===== config.mk =====
export PLATFORM = sky130hd
export DESIGN_NAME = mcs_mmio_bridge
export DESIGN_NICKNAME = d
export VERILOG_FILES = /design/src/rtl/mcs_bridge_pkg.sv /design/src/rtl/mcs_mmio_bridge.sv
export SDC_FILE = /design/constraint.sdc
export NUM_CORES = 1
export LEC_CHECK = 0
export BUFFER_PORTS_ARGS = -buffer_cell sky130_fd_sc_hd__buf_2
export CORE_UTILIZATION = 41
export CTS_BUF_LIST = sky130_fd_sc_hd__clkbuf_2
export CTS_CLUSTER_DIAMETER = 80
export DETAILED_ROUTE_END_ITERATION = 8
export PLACE_DENSITY = 0.79
export SKIP_CTS_REPAIR_TIMING = 1
export SYNTH_ARGS = -nofsm -noshare
export SYNTH_HDL_FRONTEND = slang
export SYNTH_SLANG_ARGS = --single-unit

===== constraint.sdc =====
create_clock -name clk -period 2.13 [get_ports clk]
set_clock_uncertainty 0.2 [all_clocks]
set_input_delay 0.3195 -clock clk [delete_from_list [all_inputs] [get_ports clk]]
set_output_delay 0.3195 -clock clk [all_outputs]
set_load 0.01 [all_outputs]

===== src/rtl/mcs_bridge_pkg.sv =====
// Shared types and address-slice constants for the MCS IO bus to FPro MMIO bridge.
package mcs_bridge_pkg;

    localparam int unsigned MMIO_AW  = 21;
    localparam int unsigned WORD_LSB = 2;
    localparam int unsigned WORD_MSB = WORD_LSB + MMIO_AW - 1;
    localparam int unsigned WIN_LSB  = 24;
    localparam int unsigned WIN_MSB  = 31;
    localparam int unsigned WAIT_CW  = 2;

    typedef enum logic [1:0] {
        ST_IDLE,
        ST_ISSUE,
        ST_WAIT,
        ST_RESP
    } bridge_state_e;

    function automatic logic [MMIO_AW-1:0] word_index(input logic [31:0] addr);
        return addr[WORD_MSB:WORD_LSB];
    endfunction

endpackage


===== src/rtl/mcs_mmio_bridge.sv =====
// Bridges MicroBlaze MCS IO bus transfers onto the FPro MMIO bus (one transfer at a time).
// Optional error capture is enabled by defining MCS_BRIDGE_ERR_EN.
module mcs_mmio_bridge
    import mcs_bridge_pkg::*;
#(
    parameter logic [7:0]  BRIDGE_BASE = 8'hC0,
    parameter int unsigned RD_LAT      = 1
) (
    input  logic               clk,
    input  logic               reset,
    input  logic               io_addr_strobe,
    input  logic               io_read_strobe,
    input  logic               io_write_strobe,
    input  logic [31:0]        io_address,
    input  logic [3:0]         io_byte_enable,
    input  logic [31:0]        io_write_data,
    output logic [31:0]        io_read_data,
    output logic               io_ready,
    output logic               mmio_cs,
    output logic               mmio_read,
    output logic               mmio_write,
    output logic [MMIO_AW-1:0] mmio_addr,
    output logic [31:0]        mmio_wr_data,
    input  logic [31:0]        mmio_rd_data,
    input  logic               err_clr,
    output logic               err_valid,
    output logic [31:0]        err_addr
);

    bridge_state_e      r_state;
    logic               r_is_wr;
    logic               r_in_win;
    logic [WAIT_CW-1:0] r_wait_cnt;

    logic w_req;
    logic w_in_win;
    logic w_dual;
    logic w_accept;

    assign w_req    = io_addr_strobe & (io_read_strobe | io_write_strobe);
    assign w_in_win = (io_address[WIN_MSB:WIN_LSB] == BRIDGE_BASE);
    assign w_dual   = io_read_strobe & io_write_strobe;
    assign w_accept = (r_state == ST_IDLE) & w_req;

    // Transfer sequencer; all bus strobes and the response are registered.
    always_ff @(posedge clk) begin
        if (reset) begin
            r_state      <= ST_IDLE;
            r_is_wr      <= 1'b0;
            r_in_win     <= 1'b0;
            r_wait_cnt   <= '0;
            io_ready     <= 1'b0;
            io_read_data <= '0;
            mmio_cs      <= 1'b0;
            mmio_read    <= 1'b0;
            mmio_write   <= 1'b0;
            mmio_addr    <= '0;
            mmio_wr_data <= '0;
        end else begin
            io_ready   <= 1'b0;
            mmio_read  <= 1'b0;
            mmio_write <= 1'b0;
            case (r_state)
                ST_IDLE: begin
                    if (w_req) begin
                        r_state  <= ST_ISSUE;
                        r_is_wr  <= io_write_strobe;
                        r_in_win <= w_in_win;
                        if (w_in_win) begin
                            mmio_cs      <= 1'b1;
                            mmio_read    <= ~io_write_strobe;
                            mmio_write   <= io_write_strobe;
                            mmio_addr    <= word_index(io_address);
                            mmio_wr_data <= io_write_data;
                        end
                    end
                end
                ST_ISSUE: begin
                    if (r_in_win && !r_is_wr && (RD_LAT != 0)) begin
                        r_state    <= ST_WAIT;
                        r_wait_cnt <= WAIT_CW'(RD_LAT - 1);
                    end else begin
                        r_state  <= ST_RESP;
                        io_ready <= 1'b1;
                        mmio_cs  <= 1'b0;
                        if (!r_is_wr) begin
                            io_read_data <= r_in_win ? mmio_rd_data : 32'h0;
                        end
                    end
                end
                ST_WAIT: begin
                    if (r_wait_cnt == '0) begin
                        r_state      <= ST_RESP;
                        io_ready     <= 1'b1;
                        mmio_cs      <= 1'b0;
                        io_read_data <= mmio_rd_data;
                    end else begin
                        r_wait_cnt <= r_wait_cnt - WAIT_CW'(1);
                    end
                end
                ST_RESP: begin
                    r_state <= ST_IDLE;
                end
                default: begin
                    r_state <= ST_IDLE;
                    mmio_cs <= 1'b0;
                end
            endcase
        end
    end

`ifdef MCS_BRIDGE_ERR_EN
    logic w_err_event;
    assign w_err_event = w_accept & (~w_in_win | w_dual);

    // Sticky capture of the first bad access; a coincident clear lets the new error reload.
    always_ff @(posedge clk) begin
        if (reset) begin
            err_valid <= 1'b0;
            err_addr  <= '0;
        end else if (w_err_event) begin
            err_valid <= 1'b1;
            if (!err_valid || err_clr) begin
                err_addr <= io_address;
            end
        end else if (err_clr) begin
            err_valid <= 1'b0;
            err_addr  <= '0;
        end
    end

    logic w_unused;
    assign w_unused = ^{io_byte_enable, io_address[WORD_LSB-1:0], io_address[WIN_LSB-1]};
`else
    assign err_valid = 1'b0;
    assign err_addr  = 32'h0;

    logic w_unused;
    assign w_unused = ^{io_byte_enable, io_address[WORD_LSB-1:0], io_address[WIN_LSB-1],
                        err_clr, w_accept, w_dual};
`endif

endmodule


==> results.ini, run 1 <==
[synthesis]
synth-compound-area-share_pct=13.8
synth_cell_types=32
ys_seq_area_share_pct=49.4
synthMuxAreaShare_pct=0.520
yosys_warnings=0
syn_area_um2=3850
synth.avg_cell_area_um2=8.14
synth_seq_cells=95
syn_inst=473
synth_top_family_by_area=simple AND/OR/NAND/NOR gates
synthSimpleGateAreaFrac_pct=22.1
synth_xor_area_share_pct=0
synth_fa_ha_area_share_pct=1.95

[final_layout]
final_common_cell=buf_2
fill_cells=694
ff_latch_area_um2=1900
mostFrequentLayoutCells=buf_2 (186), nand2_1 (144), dfxtp_1 (94), a21oi_1 (91), dlygate4sd3_1 (87)
drive_gt1_share_pct=30.5
multiInputGateArea_um2=1620
antenna_cells=0
syn2layout_area_growth_pct=50.4
layout.nets=850

[sta]
fin_crit_sh_pct=95.8
maxSlewHeadroom_pct=57.9
fmax_ghz=0.490
min_period_ns=2.04
drv_slew=0
worst_slack_ns=0.0894
timing.final.hold_violations=1
whs_ns=-0.0130
tightest_slew_ns=0.632
setup_violations=0

[power]
internal_power_mw=2.80
leakagePower_nw=2.59
p_sw_mw=1.55
p_per_area_nw_per_um2=753
max-vdd-ir-drop_v=0.000651
seqPwrFrac_pct=44.2
p_sw_share_pct=35.6
p_total_mw=4.36
clkPwrFrac_pct=19.9
pwr-share-comb_pct=35.8

[detailed_routing]
first_pass_iters=9
viasPerCell=4.93
drtIter0Drc=196
totalWireLength_um=12000
drc_errors=0
vias=4187
wl_per_cell_um=14.1
antenna_left=0

[die]
die_h_um=98.9
die_area_um2=9780
num_rows=34
initial_core_util_pct=43.3
pin_count=228
die_x_um=98.9
core_area_um2=8890

[placed_design]
io_buffer_count=186
hpwl_um=6550
place_ws_ns=-0.00315
gp_congestion=0.793

[grt]
overflow=0
grt_pass1_wl_um=15000
grt_antenna_before_repair=0
grt_usage_pct=18.8
grt_pass1_vias=3403
grt_max_degree=56

[min_path]
hold_path.class=in -> reg

[setup_path]
cp.arrival_ns=2.25
worstSetupPathType=reg -> reg
startpoint_type=flop
slowest_stage=or4_4
cp.required_ns=2.34
endpoint_kind=flop
max_stage_delay_ns=0.58
crit_fanout=55
path_cells=inv_1 > ha_4 > o211ai_1 > or4_4 > buf_12 > nand2_1 > a21oi_1

[clock_network]
root_buffer=clkbuf_2
clock_path_buffers=2
clkSinkCount=95
clk_latency_ns=0.51
cts_tree=built
htreeDepth=3
cts_made_buffers=9
clk_pin_slew_ns=0.24

[run_status]
violations=negative hold slack
status=complete, but fails checks

[flow_run]
max_cap_viol_count=0

through the flow:
stage          cells  hold slack, ns  area, um2   TNS, ns  util (%)
6_report         850         -0.0130       5790         0      65.1
2_1_floorplan    505           0.199       3980         0         -
3_5_place_dp     743           0.242       4750  -0.00376      53.4
3_3_place_gp     743           0.235       4750         0      53.4
5_1_grt          850         -0.0543       5790    -0.119      65.1
4_1_cts          758          -0.274       4860         0      54.6
worst max-delay path, delay by kind of cell (launching register included):
| kind | cells | cell delay, ns |
|---|---|---|
| simple gates | 2 | 0.68 |
| flops | 1 | 0.38 |
| buf+inv | 2 | 0.30 |
| compound gates | 2 | 0.20 |
| fa+ha+maj | 1 | 0.18 |
power by group through the flow:
| stage | clock (mW) | combinational, mW | sequential, mW |
|---|---|---|---|
| after floorplan | 0 | 0.866 | 1.99 |
| after global placement | 0 | 1.34 | 1.95 |
| after detailed placement | 0 | 1.39 | 1.96 |
| after CTS | 0.908 | 1.39 | 1.92 |
| after global routing | 0.978 | 1.69 | 1.94 |
| final | 0.869 | 1.56 | 1.93 |
state kept, by name, summed over array words and instances (netlist names):
| register | count |
|---|---|
| io_read_data | 32 |
| mmio_wr_data | 32 |
| mmio_addr | 21 |
| r_state | 2 |
| r_wait_cnt | 2 |
| io_ready | 1 |
| mmio_cs | 1 |
| mmio_read | 1 |
| mmio_write | 1 |
| r_in_win | 1 |
| r_is_wr | 1 |
cell type report:
cell class / instances / share of cell area [%]
clock buffers: 10 / 0.865
clock inverters: 5 / 1.02
inverters: 5 / 0.324
multi-input cells: 339 / 27.9
flip-flops and latches: 95 / 32.9
well taps: 108 / 2.34
repair buffers: 288 / 34.7
metal layers:
layer | wire, um | GRT usage, % | up-vias
li1 | - | - | 2019
met1 | 4550 | 20.4 | 1938
met2 | 6260 | 35.3 | 192
met3 | 829 | 4.40 | 38
met4 | 344 | 6.89 | 0
met5 | 0 | 0 | -
worst paths after layout:
kind	from	end	cells past startpoint	slack, ns
worst min register to register	io_read_data[4]$_SDFFE_PP0P_	io_read_data[4]$_SDFFE_PP0P_	2	0.26
worst max register to register	r_state[0]$_SDFFE_PP0P_	mmio_wr_data[26]$_SDFFE_PP0P_	7	0.09
worst min-delay path	io_address[27]	r_in_win$_SDFFE_PP0P_	4	-0.01
worst max-delay path	r_state[0]$_SDFFE_PP0P_	mmio_wr_data[26]$_SDFFE_PP0P_	7	0.09
cell usage after synthesis:
| library cell | number | share of area [%] |
|---|---|---|
| nor3_1 | 3 | 0.39 |
| a221oi_1 | 2 | 0.46 |
| a22oi_1 | 1 | 0.20 |
| dfxtp_1 | 95 | 49 |
| a221o_1 | 1 | 0.26 |
| buf_2 | 1 | 0.13 |
| nor4_1 | 1 | 0.16 |
| nor2_1 | 1 | 0.097 |
| nand3_1 | 34 | 4.4 |
| ha_1 | 6 | 2.0 |
| o211ai_1 | 1 | 0.20 |
| nand2_1 | 144 | 14 |
| clkbuf_1 | 18 | 1.8 |
| conb_1 | 1 | 0.097 |
| nor3b_1 | 1 | 0.20 |
| buf_1 | 4 | 0.39 |
| nor4_4 | 1 | 0.55 |
| nand4_1 | 1 | 0.16 |
| buf_6 | 10 | 2.9 |
| mux2i_1 | 2 | 0.52 |
| a21oi_1 | 91 | 12 |
| or3b_2 | 1 | 0.23 |
| or2_2 | 2 | 0.33 |
| nand2b_1 | 3 | 0.49 |
| inv_1 | 5 | 0.49 |
| a211oi_1 | 1 | 0.20 |
| a2bb2oi_1 | 1 | 0.23 |
| and3_1 | 1 | 0.16 |
| buf_4 | 33 | 6.4 |
| or4_4 | 2 | 0.59 |
| o21ai_0 | 3 | 0.39 |
| nor2b_1 | 2 | 0.33 |
cell families after synthesis:
group | count (synthesis)
simple gates | 197
mux | 2
flops | 95
compound gates | 101
buf+inv | 71
other cells | 1
fa+ha+maj | 6
No activity file was read; power rests on OpenSTA's default activity.
==> run 2: changes to the inputs <==
--- a/config.mk
+++ b/config.mk
@@ -6,11 +6,11 @@
 export NUM_CORES = 1
 export LEC_CHECK = 0
 export BUFFER_PORTS_ARGS = -buffer_cell sky130_fd_sc_hd__buf_2
-export CORE_UTILIZATION = 41
+export CORE_UTILIZATION = 48
 export CTS_BUF_LIST = sky130_fd_sc_hd__clkbuf_2
 export CTS_CLUSTER_DIAMETER = 80
 export DETAILED_ROUTE_END_ITERATION = 8
-export PLACE_DENSITY = 0.79
+export PLACE_DENSITY = 0.87
 export SKIP_CTS_REPAIR_TIMING = 1
 export SYNTH_ARGS = -nofsm -noshare
 export SYNTH_HDL_FRONTEND = slang
==> constraint.sdc (replaced) <==
create_clock -name clk -period 2.4 [get_ports clk]
set_clock_uncertainty 0.2 [all_clocks]
set_input_delay 0.36 -clock clk [delete_from_list [all_inputs] [get_ports clk]]
set_output_delay 0.36 -clock clk [all_outputs]
set_load 0.01 [all_outputs]
==> run 2 against run 1 <==
  * The flow now finishes without violations
  * Wire length increased by 2.4%
  * Sequential power decreased by 11%
  * Global-route usage increased by 3.2 points
  * Critical path type unchanged
  * Largest cell class is now sequential cells
  * Largest power group unchanged
==> results.ini, run 2 (synthesis gave the netlist of run 1 again) <==
[run_status]
status=completed  ; was complete, but fails checks

[die]
die_x_um=91.5  ; was 98.9 um
die_area_um2=8380  ; was 9780 um2
die_h_um=91.5  ; was 98.9 um
initial_core_util_pct=49.8  ; was 43.3%
num_rows=32  ; was 34
core_area_um2=7730  ; was 8890 um2
pin_count=228  ; unchanged

[sta]
timing.final.hold_violations=0  ; was 1
fin_crit_sh_pct=95.7  ; was 95.8%
whs_ns=0.0578  ; was -0.0130 ns
maxSlewHeadroom_pct=59.1  ; was 57.9%
min_period_ns=2.30  ; was 2.04 ns
tightest_slew_ns=0.614  ; was 0.632 ns
drv_slew=0  ; unchanged
setup_violations=0  ; unchanged
fmax_ghz=0.436  ; was 0.490 GHz

[power]
p_total_mw=3.72  ; was 4.36 mW
max-vdd-ir-drop_v=0.000484  ; was 0.000651 V
p_per_area_nw_per_um2=656  ; was 753 nW/um2
leakagePower_nw=2.53  ; was 2.59 nW

[final_layout]
drive_gt1_share_pct=29.4  ; was 30.5%
stdcell_area_um2=5680  ; was 5790 um2
mostFrequentLayoutCells=buf_2 (186), nand2_1 (144), dfxtp_1 (95), a21oi_1 (91), dlygate4sd3_1 (87)  ; was buf_2 (186), nand2_1 (144), dfxtp_1 (94), a21oi_1 (91), dlygate4sd3_1 (87)
final_common_cell=buf_2  ; unchanged
antenna_cells=0  ; unchanged
finalCoreUtilization_pct=73.5  ; was 65.1%
layout.nets=842  ; was 850
syn2layout_area_growth_pct=47.5  ; was 50.4%
stdcell_count=837  ; was 850
biggestRegsByFlops=io_read_data (32), mmio_wr_data (32), mmio_addr (21)  ; unchanged

[setup_path]
regToRegSetupSlack_ns=0.10  ; was 0.09 ns
worstSetupPathType=reg -> reg  ; unchanged
crit_fanout=26  ; was 55
cp.required_ns=2.70  ; was 2.34 ns
endpoint_kind=flop  ; unchanged
rr_endpoint=mmio_wr_data[20]$_SDFFE_PP0P_  ; was mmio_wr_data[26]$_SDFFE_PP0P_
startpoint_type=flop  ; unchanged
r2r_start=r_state[0]$_SDFFE_PP0P_  ; unchanged
cp.arrival_ns=2.59  ; was 2.25 ns
rr_worst_depth=8  ; was 7

[detailed_routing]
antenna_left=0  ; unchanged
viasPerCell=5.03  ; was 4.93
wl_per_cell_um=14.7  ; was 14.1 um
vias=4208  ; was 4187
first_pass_iters=5  ; was 9
drtIter0Drc=197  ; was 196
drc_errors=0  ; unchanged
totalWireLength_um=12300  ; was 12000 um

[min_path]
worstHoldStart=io_address[24]  ; was io_address[27]
min_path_cells=4  ; unchanged
hold_path_end=r_in_win$_SDFFE_PP0P_  ; unchanged
hold_path.class=in -> reg  ; unchanged

[grt]
overflow=0  ; unchanged
grt_antenna_before_repair=0  ; unchanged
grt_usage_pct=22.0  ; was 18.8%
grt_max_degree=96  ; was 56
grt_pass1_wl_um=14800  ; was 15000 um
grt_pass1_vias=3464  ; was 3403

[placed_design]
place_inst=733  ; was 743
hpwl_um=6510  ; was 6550 um
io_buffer_count=186  ; unchanged
gp_congestion=0.814  ; was 0.793
dpl-instance-area_um2=4660  ; was 4750 um2

[clock_network]
clk_pin_slew_ns=0.28  ; was 0.24 ns
clk_latency_ns=0.52  ; was 0.51 ns
cts_tree=built  ; unchanged
clkSinkCount=95  ; unchanged
root_buffer=clkbuf_2  ; unchanged
clock_path_buffers=2  ; unchanged
htreeDepth=3  ; unchanged
cts_made_buffers=9  ; unchanged

[flow_run]
max_cap_viol_count=0  ; unchanged

-- run 2: metal layers --
metal	share of wire, %	vias to the layer above	GRT usage (%)	routed length [um]
met4	4.2	0	11.1	518
met1	36	1932	22.3	4440
met5	0	-	0	0
met3	7.4	48	4.77	903
met2	52	221	41.9	6410
li1	-	2007	-	-
-- run 2: layout make-up --
cell class | count | area (um2)
Inverter | 5 | 18.8
Clock inverter | 7 | 80.1
Sequential cell | 95 | 1900
Fill cell | 546 | 2050
Clock buffer | 9 | 45.0
Tap cell | 102 | 128
Multi-Input combinational cell | 339 | 1600
Timing Repair Buffer | 280 | 1900
-- run 2: worst max-delay path: stages, from the launching register on --
cell and delay, ns:
dfxtp_1 0.38, inv_1 0.16, ha_2 0.26, o211ai_1 0.12, buf_4 0.17, nor4_4 0.41, buf_6 0.30, nand2_1 0.10
a21oi_1 0.18
-- run 2: stage by stage --
stage	TNS [ns]	worst slack, ns
after detailed placement	0	0.166
final	0	0.104
after CTS	0	0.158
after global routing	-0.217	-0.0489
after floorplan	0	0.245
after global placement	0	0.216
-- run 2: how the worst max path moves through the flow --
stage | startpoint | to | slack [ns]
2_1_floorplan | r_state[0]$_SDFFE_PP0P_ | mmio_addr[10]$_SDFFE_PP0P_ | 0.25
3_3_place_gp | io_address[25] | mmio_addr[12]$_SDFFE_PP0P_ | 0.22
3_5_place_dp | io_address[25] | mmio_wr_data[29]$_SDFFE_PP0P_ | 0.17
4_1_cts | r_state[0]$_SDFFE_PP0P_ | mmio_wr_data[21]$_SDFFE_PP0P_ | 0.16
5_1_grt | r_state[0]$_SDFFE_PP0P_ | mmio_wr_data[14]$_SDFFE_PP0P_ | -0.05
6_report | r_state[0]$_SDFFE_PP0P_ | mmio_wr_data[20]$_SDFFE_PP0P_ | 0.10
-- run 2: where the power goes --
part           switching (mW)  internal (mW)
clock                   0.557          0.249
sequential             0.0491           1.67
combinational           0.768          0.433
==> run 3: changes to the inputs <==
--- a/config.mk
+++ b/config.mk
@@ -6,11 +6,11 @@
 export NUM_CORES = 1
 export LEC_CHECK = 0
 export BUFFER_PORTS_ARGS = -buffer_cell sky130_fd_sc_hd__buf_2
-export CORE_UTILIZATION = 48
+export CORE_UTILIZATION = 45
 export CTS_BUF_LIST = sky130_fd_sc_hd__clkbuf_2
 export CTS_CLUSTER_DIAMETER = 80
 export DETAILED_ROUTE_END_ITERATION = 8
-export PLACE_DENSITY = 0.87
+export PLACE_DENSITY = 0.83
 export SKIP_CTS_REPAIR_TIMING = 1
 export SYNTH_ARGS = -nofsm -noshare
 export SYNTH_HDL_FRONTEND = slang
==> constraint.sdc (replaced) <==
create_clock -name clk -period 2.2 [get_ports clk]
set_clock_uncertainty 0.2 [all_clocks]
set_input_delay 0.33 -clock clk [delete_from_list [all_inputs] [get_ports clk]]
set_output_delay 0.33 -clock clk [all_outputs]
set_load 0.01 [all_outputs]
==> run 3 against run 2 <==
  * The run now ends with negative setup slack left
  * Combinational power up 18%
  * Wire length down 5.4%
  * Worst hold slack worse by 0.056 ns
  * Register-to-register slack about the same
  * Core utilization down 4.4 points
  * First-iteration DRC count up 6.1%
  * Via count down 0.78%
  * Die area up 6.5%
  * Cell count up 0.84%
  * Critical path depth down 1
  * Clock power up 6.2%
  * Final area up 0.51%
  * Critical endpoint is now mmio_addr[8]$_SDFFE_PP0P_
  * Highest routed layer unchanged
==> results.ini, run 3 (synthesis gave the netlist of run 1 again) <==
[final_layout]
biggestRegsByFlops=io_read_data (32), mmio_wr_data (32), mmio_addr (21)  ; unchanged
syn2layout_area_growth_pct=48.2  ; was 47.5%
mostFrequentLayoutCells=buf_2 (186), nand2_1 (144), dfxtp_1 (95), a21oi_1 (91), dlygate4sd3_1 (88)  ; was buf_2 (186), nand2_1 (144), dfxtp_1 (95), a21oi_1 (91), dlygate4sd3_1 (87)
fill_cells=622  ; was 546
final_common_cell=buf_2  ; unchanged
antenna_cells=0  ; unchanged
drive_gt1_share_pct=29.4  ; about the same
layout.nets=846  ; was 842

[sta]
rsz0062_at_grt=no
drv_slew=0  ; unchanged
timing.final.hold_violations=0  ; unchanged
setup_violations=3  ; was 0
fin_crit_sh_pct=100
maxSlewHeadroom_pct=58.3  ; was 59.1%
tightest_slew_ns=0.626  ; was 0.614 ns
min_period_ns=2.21
worst_slack_ns=-0.00653  ; was 0.104 ns
fmax_ghz=0.453
setup_tns_ns=-0.00911  ; was 0 ns

[detailed_routing]
first_pass_iters=5  ; unchanged
antenna_left=0  ; unchanged
drtIter0Drc=209  ; was 197
totalWireLength_um=11600  ; was 12300 um
viasPerCell=4.95  ; was 5.03
wl_per_cell_um=13.7  ; was 14.7 um
drc_errors=0  ; unchanged
vias=4175  ; was 4208

[setup_path]
regToRegSetupSlack_ns=0.10  ; about the same
r2r_start=r_state[1]$_SDFFE_PP0P_  ; was r_state[0]$_SDFFE_PP0P_
slowest_stage=or4_4  ; was nor4_4
cpMostUsedCell=or4_4
rr_endpoint=mmio_addr[8]$_SDFFE_PP0P_  ; was mmio_wr_data[20]$_SDFFE_PP0P_
startpoint_type=input port  ; was flop
path_cells=dlygate4sd3_1 > buf_2 > or4_4 > or4_4 > buf_12 > nand2_1 > a21oi_1  ; was inv_1 > ha_2 > o211ai_1 > buf_4 > nor4_4 > buf_6 > nand2_1 > a21oi_1
crit_family=simple AND/OR/NAND/NOR gates  ; was buffers and inverters
endpoint_kind=flop  ; unchanged
cp.buffers_inverters=3  ; unchanged
crit_fanout=53  ; was 26
worstSetupPathType=in -> reg  ; was reg -> reg
cp.required_ns=2.45  ; was 2.70 ns
cp.arrival_ns=2.46  ; was 2.59 ns
rr_worst_depth=7  ; was 8
max_stage_delay_ns=0.60  ; was 0.41 ns

[placed_design]
hpwl_um=6380  ; was 6510 um
io_buffer_count=186  ; unchanged
gp_congestion=0.772  ; was 0.814

[clock_network]
cts_tree=built  ; unchanged
clk_latency_ns=0.53  ; was 0.52 ns
root_buffer=clkbuf_2  ; unchanged
cts_made_buffers=9  ; unchanged
clkSinkCount=95  ; unchanged
clk_pin_slew_ns=0.26  ; was 0.28 ns
htreeDepth=3  ; unchanged
clock_path_buffers=2  ; unchanged

[die]
num_rows=33  ; was 32
die_x_um=94.5  ; was 91.5 um
core_area_um2=8260  ; was 7730 um2
die_area_um2=8930  ; was 8380 um2
die_h_um=94.5  ; was 91.5 um
initial_core_util_pct=46.6  ; was 49.8%
pin_count=228  ; unchanged

[power]
p_total_mw=4.14  ; was 3.72 mW
leakagePower_nw=2.55  ; was 2.53 nW
p_per_area_nw_per_um2=726  ; was 656 nW/um2
max-vdd-ir-drop_v=0.000690  ; was 0.000484 V

[grt]
overflow=0  ; unchanged
grt.busiest_layer=met2  ; unchanged
met3_usage_pct=4.11  ; was 4.77%
grt_pass1_vias=3083  ; was 3464
grt_util_met2_pct=35.1  ; was 41.9%
grt_pass1_wl_um=13300  ; was 14800 um
grt_usage_pct=19.0  ; was 22.0%
grt_antenna_before_repair=0  ; unchanged
grtUsageMet1_pct=20.7  ; was 22.3%
grt_max_degree=96  ; unchanged

[min_path]
hold_path_end=mmio_read$_SDFF_PP0_  ; was r_in_win$_SDFFE_PP0P_
hold_path.class=in -> reg  ; unchanged
min_path_cells=4  ; unchanged
worstHoldStart=io_address[25]  ; was io_address[24]

[flow_run]
max_cap_viol_count=0  ; unchanged

[run_status]
violations=negative setup slack
status=complete, but fails checks  ; was completed

[run 3: cell count changes in the layout (fill, tap and decap cells not counted), sizes merged]
cell         delta
clkinvlp        -2
buf             +4
clkinv          +2
dlygate4sd3     +1
clkbuf          -1
[run 3: final cells by class]
cell class / instances / area, um2 / share of cell area, %
repair buffers: 284 / 1940 / 33.9
flip-flops and latches: 95 / 1900 / 33.3
multi-input cells: 339 / 1600 / 28.0
well taps: 105 / 131 / 2.30
clock inverters: 7 / 71.3 / 1.25
clock buffers: 9 / 45.0 / 0.789
inverters: 5 / 18.8 / 0.329
[run 3: power by group]
part / internal (mW) / total, mW / switching [mW]
Clock: 0.264 / 0.856 / 0.592
Sequential: 1.82 / 1.87 / 0.0493
Combinational: 0.555 / 1.42 / 0.863
Total: 2.64 / 4.14 / 1.50
[run 3: worst register-to-register path, cell delays in order, from the launching register on]
cell      delay (ns)
dfxtp_1         0.37
inv_1           0.10
ha_1            0.18
o211ai_1        0.21
or4_4           0.52
buf_12          0.21
nand2_1         0.16
a21oi_1         0.07
[run 3: layer usage]
metal  wire length, um  part of all wire, %
met3               756                  6.5
met1              4420                   38
met5                 0                    0
met4               308                  2.7
met2              6120                   53
[run 3: worst max-delay path by stage]
| stage | startpoint | endpoint | slack [ns] | depth (start not counted) |
|---|---|---|---|---|
| after floorplan | r_state[0]$_SDFFE_PP0P_ | mmio_addr[10]$_SDFFE_PP0P_ | 0.05 | 8 |
| after global placement | io_address[25] | mmio_addr[7]$_SDFFE_PP0P_ | 0.05 | 6 |
| after detailed placement | io_address[25] | mmio_addr[8]$_SDFFE_PP0P_ | 0.03 | 6 |
| after CTS | r_state[1]$_SDFFE_PP0P_ | mmio_addr[10]$_SDFFE_PP0P_ | 0.01 | 7 |
| after global routing | r_state[1]$_SDFFE_PP0P_ | mmio_addr[14]$_SDFFE_PP0P_ | 0.006 | 7 |
| final | io_address[26] | mmio_addr[8]$_SDFFE_PP0P_ | -0.007 | 7 |
[run 3: metrics by stage]
| step | worst slack (ns) | cells | hold slack [ns] | util (%) | instance area (um2) |
|---|---|---|---|---|---|
| floorplan | 0.0452 | 505 | 0.209 | - | 3970 |
| CTS | 0.0112 | 756 | -0.277 | 58.4 | 4820 |
| global placement | 0.0532 | 740 | 0.236 | 57.0 | 4710 |
| global route | 0.00623 | 844 | -0.0445 | 69.1 | 5710 |
| finish | -0.00653 | 844 | 0.00137 | 69.1 | 5710 |
| detailed placement | 0.0304 | 740 | 0.242 | 57.0 | 4710 |
